==> config.mk <==
export PLATFORM = sky130hd
export DESIGN_NAME = mealy_scan_ctrl
export DESIGN_NICKNAME = d
export VERILOG_FILES = /design/src/rtl/mealy_scan_ctrl_pkg.sv /design/src/rtl/mealy_scan_ctrl_det.sv /design/src/rtl/mealy_scan_ctrl.sv
export SDC_FILE = /design/constraint.sdc
export NUM_CORES = 1
export LEC_CHECK = 0
export CORE_ASPECT_RATIO = 0.7
export CORE_MARGIN = 4
export CORE_UTILIZATION = 55
export CTS_BUF_LIST = sky130_fd_sc_hd__clkbuf_8 sky130_fd_sc_hd__clkbuf_16
export CTS_CLUSTER_SIZE = 16
export DETAILED_ROUTE_END_ITERATION = 10
export HOLD_SLACK_MARGIN = 0.15
export PLACE_DENSITY = 0.83
export SYNTH_ARGS = -nofsm -noshare
export SYNTH_HDL_FRONTEND = slang
export SYNTH_HIERARCHICAL = 1
export SYNTH_SLANG_ARGS = --single-unit
==> constraint.sdc <==
create_clock -name clk -period 7.8 [get_ports clk]
set_input_delay 2.34 -clock clk [delete_from_list [all_inputs] [get_ports clk]]
set_output_delay 2.34 -clock clk [all_outputs]
set_load 0.01 [all_outputs]
==> src/rtl/mealy_scan_ctrl_pkg.sv <==
// mealy_scan_ctrl_pkg
//   Shared definitions for the scan controller and its serial pattern detector.
//   - state_e     : controller FSM encoding (IDLE / SHIFT / REPORT)
//   - DEF_PAT_W   : default pattern length
//   - DEF_PAT     : default pattern, MSB is the first bit received
//   - hits_w()    : width needed to hold a hit count of 0..n
package mealy_scan_ctrl_pkg;

  typedef enum logic [1:0] {
    IDLE   = 2'd0,
    SHIFT  = 2'd1,
    REPORT = 2'd2
  } state_e;

  localparam int              DEF_PAT_W = 4;
  localparam logic [3:0]      DEF_PAT   = 4'b1011;

  // A word of n bits can produce at most n hits, so the count needs n+1 codes.
  function automatic int hits_w(input int n);
    return $clog2(n + 1);
  endfunction

endpackage

==> src/rtl/mealy_scan_ctrl_det.sv <==
// mealy_pattern_det
//   Bit-serial Mealy detector. Keeps the last PAT_W-1 bits seen plus a fill
//   counter so that no match is reported until enough real history exists.
//   Ports:
//     clk   in  clock, rising edge
//     rst   in  asynchronous active-low reset
//     en    in  consume d_in this cycle; also gates hit
//     clr   in  drop history and fill count (takes priority over en)
//     d_in  in  current serial bit
//     hit   out combinational: history concatenated with d_in equals PAT
module mealy_pattern_det #(
  parameter int               PAT_W = 4,
  parameter logic [PAT_W-1:0] PAT   = 4'b1011
) (
  input  logic clk,
  input  logic rst,
  input  logic en,
  input  logic clr,
  input  logic d_in,
  output logic hit
);

  localparam int H_W    = PAT_W - 1;
  localparam int FILL_W = $clog2(PAT_W);

  logic [H_W-1:0]    hist_q, hist_d;
  logic [FILL_W-1:0] fill_q, fill_d;
  logic              full;

  assign full = (fill_q == FILL_W'(H_W));

  // Mealy output: depends on the incoming bit, so a match is flagged in the
  // same cycle its last bit is presented.
  assign hit = en && full && ({hist_q, d_in} == PAT);

  always_comb begin
    hist_d = hist_q;
    fill_d = fill_q;
    if (clr) begin
      hist_d = '0;
      fill_d = '0;
    end else if (en) begin
      // Truncating the concatenation drops the oldest bit.
      hist_d = H_W'({hist_q, d_in});
      if (!full) fill_d = fill_q + 1'b1;
    end
  end

  always_ff @(posedge clk or negedge rst) begin
    if (!rst) begin
      hist_q <= '0;
      fill_q <= '0;
    end else begin
      hist_q <= hist_d;
      fill_q <= fill_d;
    end
  end

endmodule

==> src/rtl/mealy_scan_ctrl.sv <==
// mealy_scan_ctrl
//   Accepts parallel words, shifts each MSB-first through mealy_pattern_det,
//   counts hits per word and reports the count; keeps a saturating total.
//   Handshakes: a transfer happens on a rising edge where valid and ready are
//   both high; valid, once raised, is held with its data until that edge.
//   Ports:
//     clk, rst            clock / asynchronous active-low reset
//     in_valid/in_ready   word input handshake, in_data sampled on accept
//     out_valid/out_ready result handshake, out_hits stable while out_valid
//     ser_bit, ser_hit    bit presented to the detector and its Mealy output
//     total_hits          saturating total of hits since reset
//     busy                high in SHIFT or REPORT
//     dbg_state           current FSM state
module mealy_scan_ctrl
  import mealy_scan_ctrl_pkg::*;
#(
  parameter int               WORD_W = 8,
  parameter int               PAT_W  = DEF_PAT_W,
  parameter logic [PAT_W-1:0] PAT    = PAT_W'(DEF_PAT),
  parameter int               CARRY  = 0,
  parameter int               CNT_W  = 16
) (
  input  logic                          clk,
  input  logic                          rst,
  input  logic                          in_valid,
  input  logic [WORD_W-1:0]             in_data,
  output logic                          in_ready,
  output logic                          out_valid,
  output logic [hits_w(WORD_W)-1:0]     out_hits,
  input  logic                          out_ready,
  output logic                          ser_bit,
  output logic                          ser_hit,
  output logic [CNT_W-1:0]              total_hits,
  output logic                          busy,
  output state_e                        dbg_state
);

  localparam int HW    = hits_w(WORD_W);
  localparam int BC_W  = $clog2(WORD_W);
  localparam int SUM_W = ((CNT_W > HW) ? CNT_W : HW) + 1;
  localparam logic [CNT_W-1:0] TOT_MAX = '1;

  state_e            state_q, state_d;
  logic [WORD_W-1:0] sreg_q, sreg_d;
  logic [BC_W-1:0]   bit_cnt_q, bit_cnt_d;
  logic [HW-1:0]     hit_cnt_q, hit_cnt_d;
  logic [HW-1:0]     out_hits_q, out_hits_d;
  logic [CNT_W-1:0]  total_q, total_d;

  logic              accept;
  logic              shifting;
  logic              det_hit;
  logic              det_clr;
  logic [HW-1:0]     final_hits;
  logic [SUM_W-1:0]  sum;

  assign accept   = (state_q == IDLE) && in_valid;
  assign shifting = (state_q == SHIFT);
  assign det_clr  = accept && (CARRY == 0);

  mealy_pattern_det #(
    .PAT_W (PAT_W),
    .PAT   (PAT)
  ) u_det (
    .clk  (clk),
    .rst  (rst),
    .en   (shifting),
    .clr  (det_clr),
    .d_in (sreg_q[WORD_W-1]),
    .hit  (det_hit)
  );

  // Count including the bit being consumed on this edge.
  assign final_hits = hit_cnt_q + HW'(det_hit);
  assign sum        = SUM_W'(total_q) + SUM_W'(final_hits);

  always_comb begin
    state_d    = state_q;
    sreg_d     = sreg_q;
    bit_cnt_d  = bit_cnt_q;
    hit_cnt_d  = hit_cnt_q;
    out_hits_d = out_hits_q;
    total_d    = total_q;
    case (state_q)
      IDLE: begin
        if (in_valid) begin
          sreg_d    = in_data;
          bit_cnt_d = '0;
          hit_cnt_d = '0;
          state_d   = SHIFT;
        end
      end
      SHIFT: begin
        sreg_d    = {sreg_q[WORD_W-2:0], 1'b0};
        bit_cnt_d = bit_cnt_q + 1'b1;
        hit_cnt_d = final_hits;
        if (bit_cnt_q == BC_W'(WORD_W - 1)) begin
          out_hits_d = final_hits;
          total_d    = (sum > SUM_W'(TOT_MAX)) ? TOT_MAX : sum[CNT_W-1:0];
          state_d    = REPORT;
        end
      end
      REPORT: begin
        if (out_ready) state_d = IDLE;
      end
      default: state_d = IDLE;
    endcase
  end

  always_ff @(posedge clk or negedge rst) begin
    if (!rst) begin
      state_q    <= IDLE;
      sreg_q     <= '0;
      bit_cnt_q  <= '0;
      hit_cnt_q  <= '0;
      out_hits_q <= '0;
      total_q    <= '0;
    end else begin
      state_q    <= state_d;
      sreg_q     <= sreg_d;
      bit_cnt_q  <= bit_cnt_d;
      hit_cnt_q  <= hit_cnt_d;
      out_hits_q <= out_hits_d;
      total_q    <= total_d;
    end
  end

  assign in_ready   = (state_q == IDLE);
  assign out_valid  = (state_q == REPORT);
  assign busy       = (state_q == SHIFT) || (state_q == REPORT);
  assign out_hits   = out_hits_q;
  assign total_hits = total_q;
  assign ser_bit    = shifting ? sreg_q[WORD_W-1] : 1'b0;
  assign ser_hit    = det_hit;
  assign dbg_state  = state_q;

endmodule
==> summary.md, run 1 <==
| Metric | Value |
|---|---|
| Status | `complete, no violations` |
| Antenna-violating nets left | `0` |
| Setup crit start kind | `register` |
| Most used DFF post-synth | `dfrtp_1` |
| Hold Buf Count CTS | `0` |
| Fillers | `300` |
| Max-Slew Margin vs Limit | `20.7%` |
| Share of the synthesized area in the top cell type | `47.0%` |
| CP max-delay cell | `ha_1` |
| Synthesized cell area | `0.00223 sq mm` |
| Max cap viols | `0` |
| Worst hold path class | `register to register` |
| RR Endpoint | `total_hits[9]` |
| Number of H-tree levels | `2` |
| WP data arrival | `2.42 ns` |
| Setup total negative slack | `0 ns` |
| Pin count of the biggest net entering global routing | `43` |
| Core region area | `0.00392 sq mm` |
| Cell type with the largest total area after synthesis | `dfrtp_1` |
| Vias in the first global route | `1588` |
| Area of the multi-input gates | `0.00110 sq mm` |
| Simple-Gate Fraction of Synth Area | `16.3%` |
| Starting DRT DRC Count | `118` |
| Routed wire length | `4840 microns` |
| FF+latch count, synth | `42` |
| Compound-gate portion of the synthesized area | `18.8%` |
| Worst r2r src | `dbg_state[1]` |
| RePlAce Congestion | `0.814` |
| Final count of negative-setup-slack endpoints | `0` |
| Wire per inst | `15.7 microns` |
| Starting Density | `57.0%` |
| Hold Startpoint | `out_hits[3]` |
| Worst Path Required | `5.46 ns` |
| NumNets Final | `280` |
| Hold Path End | `out_hits[3]` |
| Synth unique cells | `51` |
| Most frequent cells in the layout | `dfrtp_1 (42), clkdlybuf4s50_1 (37), nand2_1 (18), o22ai_1 (14), a21oi_1 (14)` |
| P_leak | `1.22 nW` |
| Hold Crit Depth | `2` |
| Longest Clk Path Bufs | `2` |
| Most common cell after layout, fill and taps aside | `dfrtp_1` |
| Crit-path max FO | `17` |
| Root buffer cell | `clkbuf_8` |
| Setup bufs post-CTS | `0` |
| Syn Nets | `241` |
| Xor/xnor share of the synthesized area | `1.96%` |
| WS Path Type | `register to output port` |
| Crit. End Element | `output port` |
| Non-Filler Instances | `308` |
| Share of cells above drive strength 1 | `7.03%` |
| RSZ-0062 raised after global routing | `false` |
| Largest family of logic cells by synthesized area | `compound AO/OA/AOI/OAI gates` |
| CTS tree | `yes` |
| Clk sinks | `42` |
| CP top delay family | `buffers and inverters` |
| Post-CTS Resized | `0` |
| Pwr Density | `259 mW/mm^2` |
| DP Cell Count | `300` |
| Fmax | `0.210 GHz` |
| DIE WIDTH | `84.2 microns` |
| Worst path max stage delay | `0.59 ns` |
| Adder-cell share of the synthesized area | `7.61%` |
| Ys Warns | `6` |
| CP Cell Sequence | `inv_1, ha_1, nand4_1, nor3b_1, clkdlybuf4s50_1` |
| Final hold violations | `0` |
| Sequential area share after synthesis | `47.0%` |
| DRC | `0` |
| Total CTS buffers | `5` |
| Clk_lat worst skew | `0.30 ns` |
| Worst R2R Path Depth | `13` |
| Mapped Cells | `216` |
| Synth top area cells | `dfrtp_1 (47%), ha_1 (6.7%), o22ai_1 (3.9%)` |
| Share of flip-flops with an asynchronous set or reset | `100%` |
| Mux contribution to synthesized area | `4.59%` |
| Sequential Area | `0.00105 sq mm` |
| Final Power | `0.713 mW` |
| Placed cell area | `0.00264 sq mm` |
| Via density | `5.75` |
| Pins Over Slew Limit | `0` |
| GR Overflow Total | `0` |
| Reg2reg setup slack | `3.67 ns` |
| Die height | `61.3 microns` |
| First-pass GRT wire length | `7960 microns` |
| Detailed placement HPWL | `3450 microns` |
| Design Area, Final | `0.00275 sq mm` |
| Fin util | `70.1%` |
| Number of flops mapped to enable cells by yosys | `0` |
| Worst VDD drop | `0.233 mV` |
| Clock transition at path regs | `0.08 ns` |
| I/O Buffers | `38` |
| Syn_area_per_cell | `10.3 sq um` |
| Area delta synth->final | `23.1%` |
| I/O pins | `39` |
| Global Route Usage Sum | `20.1%` |
| Total die area | `0.00516 sq mm` |
| Critical path buffer and inverter count | `2` |
| Post-route clock skew | `0.00491 ns` |
| Routed vias | `1770` |
| Ratio of final minimum period to clock period | `61.0%` |
| Post-route minimum period | `4.76 ns` |
| Rows | `19` |
| First-pass detailed-route iteration total | `4` |
| Diodes inserted | `0` |
| Worst-margin pin slew | `1.19 ns` |
| Antenna violations before repair | `0` |
-- worst min-delay path, delay by kind of cell (launching register included) --
family / cells / cell delay (ns)
DFF: 1 / 0.35
and+or+nand+nor: 1 / 0.05
AOI/OAI and AO/OA: 1 / 0.06
-- synth_stat cells (3+ instances only) --
master,instances
a21oi_1,14
a22o_1,4
buf_2,3
dfrtp_1,42
ha_1,12
inv_1,12
mux2i_1,5
nand2_1,18
nand2b_1,4
nand3_1,11
nor2_1,9
o211ai_1,4
o21ai_0,10
o21ai_1,3
o22ai_1,14
or4_1,3
xor2_1,4
-- flip-flops by register name (all words and copies together) (netlist names) --
register,flops
hit_cnt_q,4
dbg_state,2
out_hits,4
total_hits,16
u_det/fill_q,2
bit_cnt_q,3
u_det/hist_q,3
sreg_q,8
-- area by class of cell --
class	instances	area share (%)
multi-input combinational	155	40.0
sequential	42	38.2
timing repair buffer	38	13.6
clock buffer	5	2.50
tap	52	2.36
inverter	13	1.77
clock inverter	3	1.50
-- power by group --
group / internal [mW] / switching [mW]
sequential: 0.259 / 0.0325
clock: 0.0942 / 0.0763
combinational: 0.114 / 0.137
-- through the flow --
step                worst slack [ns]  hold WS [ns]
floorplan                       4.09         0.468
global placement                3.41         0.461
detailed placement              3.34         0.472
CTS                             3.02         0.490
global route                    2.85         0.518
finish                          3.04         0.486
-- cell families (layout without fill, tap and decap cells) --
| logic type | count (synthesis) | in the layout |
|---|---|---|
| mux | 9 | 9 |
| fa+ha+maj | 13 | 13 |
| xor+xnor | 5 | 5 |
| simple gates | 64 | 64 |
| buf+inv | 19 | 59 |
| compound gates | 64 | 64 |
| flops | 42 | 42 |
-- worst max-delay path by stage --
stage | end | depth (start not counted) | from | slack, ns
global placement | ser_hit | 5 | dbg_state[1] | 3.41
CTS | ser_hit | 5 | dbg_state[1] | 3.02
finish | ser_hit | 5 | dbg_state[1] | 3.04
detailed placement | ser_hit | 5 | dbg_state[1] | 3.34
global route | ser_hit | 5 | dbg_state[1] | 2.85
floorplan | ser_hit | 5 | dbg_state[1] | 4.09
-- routing by layer --
metal | global-route usage (%) | part of all wire (%) | up-vias
met1 | 30.4 | 51 | 855
met5 | 0 | 0 | -
met2 | 27.8 | 44 | 39
met4 | 8.03 | 1.3 | 0
met3 | 4.68 | 3.6 | 7
li1 | - | - | 869
Note: power is estimated with default switching activity, not from simulation.
==> inputs of run 2 (changes only) <==
--- a/config.mk
+++ b/config.mk
@@ -7,12 +7,12 @@
 export LEC_CHECK = 0
 export CORE_ASPECT_RATIO = 0.7
 export CORE_MARGIN = 4
-export CORE_UTILIZATION = 55
+export CORE_UTILIZATION = 52
 export CTS_BUF_LIST = sky130_fd_sc_hd__clkbuf_8 sky130_fd_sc_hd__clkbuf_16
 export CTS_CLUSTER_SIZE = 16
 export DETAILED_ROUTE_END_ITERATION = 10
 export HOLD_SLACK_MARGIN = 0.15
-export PLACE_DENSITY = 0.83
+export PLACE_DENSITY = 0.79
 export SYNTH_ARGS = -nofsm -noshare
 export SYNTH_HDL_FRONTEND = slang
 export SYNTH_HIERARCHICAL = 1
==> constraint.sdc (replaced) <==
create_clock -name clk -period 4.82 [get_ports clk]
set_input_delay 1.446 -clock clk [delete_from_list [all_inputs] [get_ports clk]]
set_output_delay 1.446 -clock clk [all_outputs]
set_load 0.01 [all_outputs]
==> run 2 against run 1 <==
Via count grew 3.1%. Largest cell class unchanged. Hold slack gained 0.012 ns. Critical endpoint unchanged. Die area grew 5.1%.
==> summary.md, run 2 (synthesized netlist as in run 1, its figures left out) <==
| Metric | Value |
|---|---|
| Pwr Density | `407 mW/mm^2 (+57%)` |
| RePlAce Congestion | `0.792 (-2.7%)` |
| Reg2reg setup slack | `1.42 ns (-2.25 ns)` |
| Hold Crit Depth | `2 (unchanged)` |
| Clock power share | `21.5% (-2.4 points)` |
| GR Overflow Total | `0 (unchanged)` |
| Fmax | `0.273 GHz` |
| Pin count of the biggest net entering global routing | `43 (unchanged)` |
| Setup total negative slack | `0 ns (unchanged)` |
| Starting Density | `55.3% (-1.7 points)` |
| Final count of negative-setup-slack endpoints | `0 (unchanged)` |
| Via density | `5.89 (+2.4%)` |
| NumNets Final | `282 (+0.71%)` |
| Post-route minimum period | `3.66 ns` |
| Wire per inst | `15.5 microns (-1.5%)` |
| Largest register FFs | `16 (unchanged)` |
| Worst Path Required | `3.37 ns (-2.09 ns)` |
| Longest Clk Path Bufs | `2 (unchanged)` |
| WS Path Type | `register to output port` |
| Pins Over Slew Limit | `0 (unchanged)` |
| Post-route clock skew | `0.00793 ns (+0.00302 ns)` |
| Die height | `62.8 microns (+2.5%)` |
| First-pass detailed-route iteration total | `4 (unchanged)` |
| Detailed placement HPWL | `3490 microns (+1.0%)` |
| Comb pwr share | `36.4% (+1.2 points)` |
| Routed wire length | `4790 microns (-0.89%)` |
| I/O pins | `39 (unchanged)` |
| DIE WIDTH | `86.4 microns (+2.6%)` |
| Setup bufs post-CTS | `0 (unchanged)` |
| Worst hold path class | `register to register` |
| Sequential Area | `0.00105 sq mm (unchanged)` |
| Crit. End Element | `output port` |
| Starting DRT DRC Count | `104 (-12%)` |
| Clk_lat worst skew | `0.30 ns (about the same)` |
| Number of H-tree levels | `2 (unchanged)` |
| CP top delay family | `buffers and inverters` |
| Area delta synth->final | `23.1% (unchanged)` |
| Core region area | `0.00404 sq mm (+3.0%)` |
| Worst R2R Path Depth | `14 (+1)` |
| Crit-path max FO | `17 (unchanged)` |
| Status | `complete, no violations` |
| Clock transition at path regs | `0.09 ns (about the same)` |
| Root buffer cell | `clkbuf_8` |
| Hold Startpoint | `out_hits[3]` |
| Final hold violations | `0 (unchanged)` |
| Vias in the first global route | `1742 (+9.7%)` |
| P_leak | `1.22 nW (about the same)` |
| Most common cell after layout, fill and taps aside | `dfrtp_1` |
| WP data arrival | `2.22 ns (-0.20 ns)` |
| Area of the multi-input gates | `0.00110 sq mm (unchanged)` |
| Hold Buf Count CTS | `0 (unchanged)` |
| Diodes inserted | `0 (unchanged)` |
| Critical path buffer and inverter count | `3 (+1)` |
| Max cap viols | `0 (unchanged)` |
| Total CTS buffers | `5 (unchanged)` |
| Worst-margin pin slew | `0.914 ns (-0.277 ns)` |
| Switching power | `0.399 mW (+62%)` |
| CP Cell Sequence | `inv_1, ha_1, buf_4, nand4_1, nor3b_1, clkdlybuf4s50_1` |
| Worst path max stage delay | `0.60 ns (about the same)` |
| CTS tree | `yes` |
| RSZ-0062 raised after global routing | `false` |
| Rows | `19 (unchanged)` |
| Global Route Usage Sum | `19.4% (-0.71 points)` |
| Hold Path End | `out_hits[3]` |
| Total die area | `0.00543 sq mm (+5.1%)` |
| Sw Share | `35.6% (+1.2 points)` |
| First-pass GRT wire length | `8380 microns (+5.4%)` |
| Share of cells above drive strength 1 | `8.14% (+1.1 points)` |
| Placed cell area | `0.00266 sq mm (+0.57%)` |
| Max-Slew Margin vs Limit | `39.1% (+18 points)` |
| DRC | `0 (unchanged)` |
| Routed vias | `1825 (+3.1%)` |
| Ratio of final minimum period to clock period | `76.0%` |
| CP max-delay cell | `clkdlybuf4s50_1` |
| Post-CTS Resized | `0 (unchanged)` |
| Clk sinks | `42 (unchanged)` |
| Worst r2r src | `dbg_state[1]` |
| Worst VDD drop | `0.330 mV (+42%)` |
| Design Area, Final | `0.00275 sq mm (unchanged)` |
| Internal | `0.721 mW (+54%)` |
| Sequential power share | `42.0% (+1.1 points)` |
| Antenna-violating nets left | `0 (unchanged)` |
| Setup crit start kind | `register` |
| RR Endpoint | `total_hits[2]` |
| Fillers | `342 (+14%)` |
| Most frequent cells in the layout | `dfrtp_1 (42), clkdlybuf4s50_1 (37), nand2_1 (18), o22ai_1 (14), a21oi_1 (14)` |
| I/O Buffers | `38 (unchanged)` |
| Antenna violations before repair | `0 (unchanged)` |
## run 2: changes by cell type in the layout (fill, tap and decap cells not counted), sizes merged
cell | before | now
clkbuf | 5 | 6
clkinv | 1 | 2
bufinv | 1 | 0
buf | 1 | 3
inv | 13 | 12
## run 2: worst register-to-register path: stages (launching register included)
cell	delay [ns]
dfrtp_1	0.40
inv_1	0.10
ha_1	0.15
buf_4	0.22
nand4_1	0.12
nor3b_1	0.33
ha_1	0.23
nand3_1	0.10
xor2_1	0.21
inv_1	0.07
ha_1	0.36
o21ai_1	0.15
a211oi_4	0.41
nand2_1	0.31
o211ai_1	0.16
## run 2: final cells by class
class | count | area share, %
tap | 52 | 2.36
clock buffer | 6 | 3.00
sequential | 42 | 38.2
timing repair buffer | 40 | 14.2
clock inverter | 2 | 0.455
multi-input combinational | 155 | 40.0
inverter | 13 | 1.77
## run 2: per-layer routing
layer | GRT usage [%] | vias to the layer above | wire [microns]
met3 | 3.69 | 5 | 254
met1 | 30.2 | 889 | 2460
li1 | - | 883 | -
met4 | 6.23 | 0 | 54
met5 | 0 | - | 0
met2 | 26.6 | 48 | 2030
## run 2: worst max-delay path by stage
| stage | startpoint | end | slack [ns] | cells after the start |
|---|---|---|---|---|
| 2_1_floorplan | dbg_state[1] | total_hits[12] | 1.52 | 13 |
| 3_3_place_gp | dbg_state[1] | ser_hit | 1.52 | 6 |
| 3_5_place_dp | dbg_state[1] | total_hits[12] | 1.44 | 14 |
| 4_1_cts | dbg_state[1] | ser_hit | 1.13 | 6 |
| 5_1_grt | dbg_state[1] | ser_hit | 0.97 | 6 |
| 6_report | dbg_state[1] | ser_hit | 1.16 | 6 |
## run 2: through the flow
step           hold slack, ns  utilization (%)  power (mW)  instances  setup slack, ns
6_report                0.497             68.1        1.12        310             1.16
5_1_grt                 0.509             68.1        1.20        310            0.973
4_1_cts                 0.501             68.1        1.13        310             1.13
3_5_place_dp            0.481             65.7       0.882        302             1.44
3_3_place_gp            0.479             65.7       0.873        302             1.52
2_1_floorplan           0.468                -       0.752        216             1.52
## run 2: power groups by stage
stage	logic, mW	registers, mW	clock network [mW]
6_report	0.408	0.471	0.241
5_1_grt	0.456	0.479	0.260
4_1_cts	0.409	0.470	0.247
3_5_place_dp	0.405	0.477	0
3_3_place_gp	0.399	0.474	0
2_1_floorplan	0.284	0.468	0
==> inputs of run 3 (changes only) <==
--- a/config.mk
+++ b/config.mk
@@ -7,12 +7,12 @@
 export LEC_CHECK = 0
 export CORE_ASPECT_RATIO = 0.7
 export CORE_MARGIN = 4
-export CORE_UTILIZATION = 52
+export CORE_UTILIZATION = 47
 export CTS_BUF_LIST = sky130_fd_sc_hd__clkbuf_8 sky130_fd_sc_hd__clkbuf_16
 export CTS_CLUSTER_SIZE = 16
 export DETAILED_ROUTE_END_ITERATION = 10
 export HOLD_SLACK_MARGIN = 0.15
-export PLACE_DENSITY = 0.79
+export PLACE_DENSITY = 0.75
 export SYNTH_ARGS = -nofsm -noshare
 export SYNTH_HDL_FRONTEND = slang
 export SYNTH_HIERARCHICAL = 1
==> constraint.sdc (replaced) <==
create_clock -name clk -period 3.2 [get_ports clk]
set_input_delay 0.96 -clock clk [delete_from_list [all_inputs] [get_ports clk]]
set_output_delay 0.96 -clock clk [all_outputs]
set_load 0.01 [all_outputs]
==> run 3 against run 2 <==
Sequential power up 51%. Highest routed layer unchanged. Routed wire length up 6.3%. Clock power up 71%. Register-to-register slack worse by 1.2 ns. First-iteration DRC count up 11%. Flip-flop and latch count unchanged. Sequential share of layout area down 1.2 points.
==> summary.md, run 3 (synthesized netlist as in run 1, its figures left out) <==
| Metric | Value |
|---|---|
| Final hold violations | `0 (unchanged)` |
| Fin util | `63.7% (-4.4 points)` |
| Total CTS buffers | `5 (unchanged)` |
| Global Route Usage Sum | `18.0% (-1.4 points)` |
| Pins Over Slew Limit | `0 (unchanged)` |
| CTS tree | `yes` |
| Pwr Density | `616 mW/mm^2 (+51%)` |
| Worst hold path class | `register to register` |
| Starting Density | `50.2% (-5.1 points)` |
| DIE WIDTH | `90.4 microns (+4.7%)` |
| Core region area | `0.00445 sq mm (+10%)` |
| Final count of negative-setup-slack endpoints | `0 (unchanged)` |
| Diodes inserted | `0 (unchanged)` |
| Largest register FFs | `16 (unchanged)` |
| I/O Buffers | `38 (unchanged)` |
| Antenna violations before repair | `0 (unchanged)` |
| Hold Buf Count CTS | `0 (unchanged)` |
| Via density | `5.73 (-2.7%)` |
| CP top delay family | `adder cells` |
| P_leak | `1.25 nW (+2.4%)` |
| Root buffer cell | `clkbuf_8` |
| Max cap viols | `0 (unchanged)` |
| Post-CTS Resized | `0 (unchanged)` |
| Worst-margin pin slew | `0.934 ns (+0.0209 ns)` |
| Fmax | `0.335 GHz` |
| Routed vias | `1811 (-0.77%)` |
| CP max-delay cell | `dfrtp_1` |
| I/O pins | `39 (unchanged)` |
| Ratio of final minimum period to clock period | `93.2%` |
| WP data arrival | `3.15 ns (+0.93 ns)` |
| Setup total negative slack | `0 ns (unchanged)` |
| Die height | `65.7 microns (+4.5%)` |
| Wire per inst | `16.1 microns (+4.3%)` |
| Pin count of the biggest net entering global routing | `43 (unchanged)` |
| Area delta synth->final | `27.0%` |
| Routed wire length | `5100 microns (+6.3%)` |
| Starting DRT DRC Count | `115 (+11%)` |
| WS Path Type | `register to register` |
| Vias in the first global route | `1735 (-0.40%)` |
| Rows | `20 (+1)` |
| Worst VDD drop | `0.355 mV (+7.5%)` |
| Final hold slack | `0.491 ns (-0.00668 ns)` |
| CP Cell Sequence | `inv_1, ha_1, nand4_1, nor3b_2, ha_2, ha_2, xor2_2, ha_1, and3_1, a221oi_2, buf_4, or4_1, nand3_1` |
| Post-route minimum period | `2.98 ns` |
| GR Overflow Total | `0 (unchanged)` |
| First-pass detailed-route iteration total | `4 (unchanged)` |
| Most frequent cells in the layout | `dfrtp_1 (42), clkdlybuf4s50_1 (37), nand2_1 (17), o22ai_1 (14), a21oi_1 (14)` |
| Crit-path max FO | `6 (-11)` |
| Post-route clock skew | `0.00530 ns (-0.00263 ns)` |
| Detailed placement HPWL | `3680 microns (+5.5%)` |
| DRC | `0 (unchanged)` |
| Total die area | `0.00594 sq mm (+9.4%)` |
| Setup bufs post-CTS | `0 (unchanged)` |
| NumNets Final | `285 (+1.1%)` |
| Antenna-violating nets left | `0 (unchanged)` |
| Status | `complete, no violations` |
| Clock transition at path regs | `0.08 ns (about the same)` |
| Setup crit start kind | `register` |
| Clk_lat worst skew | `0.29 ns (about the same)` |
| Clk sinks | `42 (unchanged)` |
| Share of cells above drive strength 1 | `12.3% (+4.1 points)` |
| Most common cell after layout, fill and taps aside | `dfrtp_1` |
| Max-Slew Margin vs Limit | `37.7% (-1.4 points)` |
| Worst Path Required | `3.36 ns (about the same)` |
| Crit. End Element | `register` |
| First-pass GRT wire length | `8570 microns (+2.2%)` |
| Longest Clk Path Bufs | `2 (unchanged)` |
| Number of H-tree levels | `2 (unchanged)` |
| Worst path max stage delay | `0.40 ns (-0.20 ns)` |
| RePlAce Congestion | `0.825 (+4.2%)` |
| Critical path buffer and inverter count | `2 (-1)` |
run 3: cell count changes in the layout (fill, tap and decap cells not counted), sizes merged:
cell    before  now
inv         12   13
buf          3    6
clkbuf       6    5
bufinv       0    1
clkinv       2    1
run 3: cell type report:
class / count / area, sq um
fillers: 370 / 1620
multi-input cells: 155 / 1150
flip-flops and latches: 42 / 1050
repair buffers: 43 / 410
clock inverters: 3 / 41.3
inverters: 13 / 48.8
clock buffers: 5 / 68.8
well taps: 55 / 68.8
run 3: metal layers:
layer	up-vias	global-route usage, %	wire length, microns
met5	-	0	0
met4	0	6.68	68
met3	7	3.66	242
met2	51	24.9	2140
met1	867	27.3	2650
li1	886	-	-
run 3: stage by stage:
stage,instance area [sq um],instances,power (mW),worst slack [ns]
2_1_floorplan,2240,216,1.13,0.0296
3_3_place_gp,2680,307,1.33,0.281
3_5_place_dp,2680,307,1.34,0.213
4_1_cts,2790,315,1.76,0.181
5_1_grt,2840,316,1.87,-0.00808
6_report,2840,316,1.75,0.217
run 3: path summary, 6_finish.rpt:
path	slack, ns	endpoint	depth (start not counted)	startpoint
min	0.49	out_hits[1]	2	out_hits[1]
min in group asynchronous	0.81	total_hits[13]	1	rst
max in group asynchronous	1.81	sreg_q[1]	1	rst
min reg2reg	0.49	out_hits[1]	2	out_hits[1]
max	0.22	total_hits[9]	13	dbg_state[1]
max reg2reg	0.22	total_hits[9]	13	dbg_state[1]
run 3: where the power goes:
group          internal, mW  switching [mW]
Combinational         0.287           0.338
Clock                 0.230           0.182
Sequential            0.632          0.0788
Total                  1.15           0.599
run 3: worst register-to-register path, stage by stage (launching register included):
cell and delay, ns:
dfrtp_1 0.40, inv_1 0.10, ha_1 0.17, nand4_1 0.12, nor3b_2 0.22, ha_2 0.21, ha_2 0.22, xor2_2 0.18
ha_1 0.32, and3_1 0.21, a221oi_2 0.31, buf_4 0.22, or4_1 0.11, nand3_1 0.08
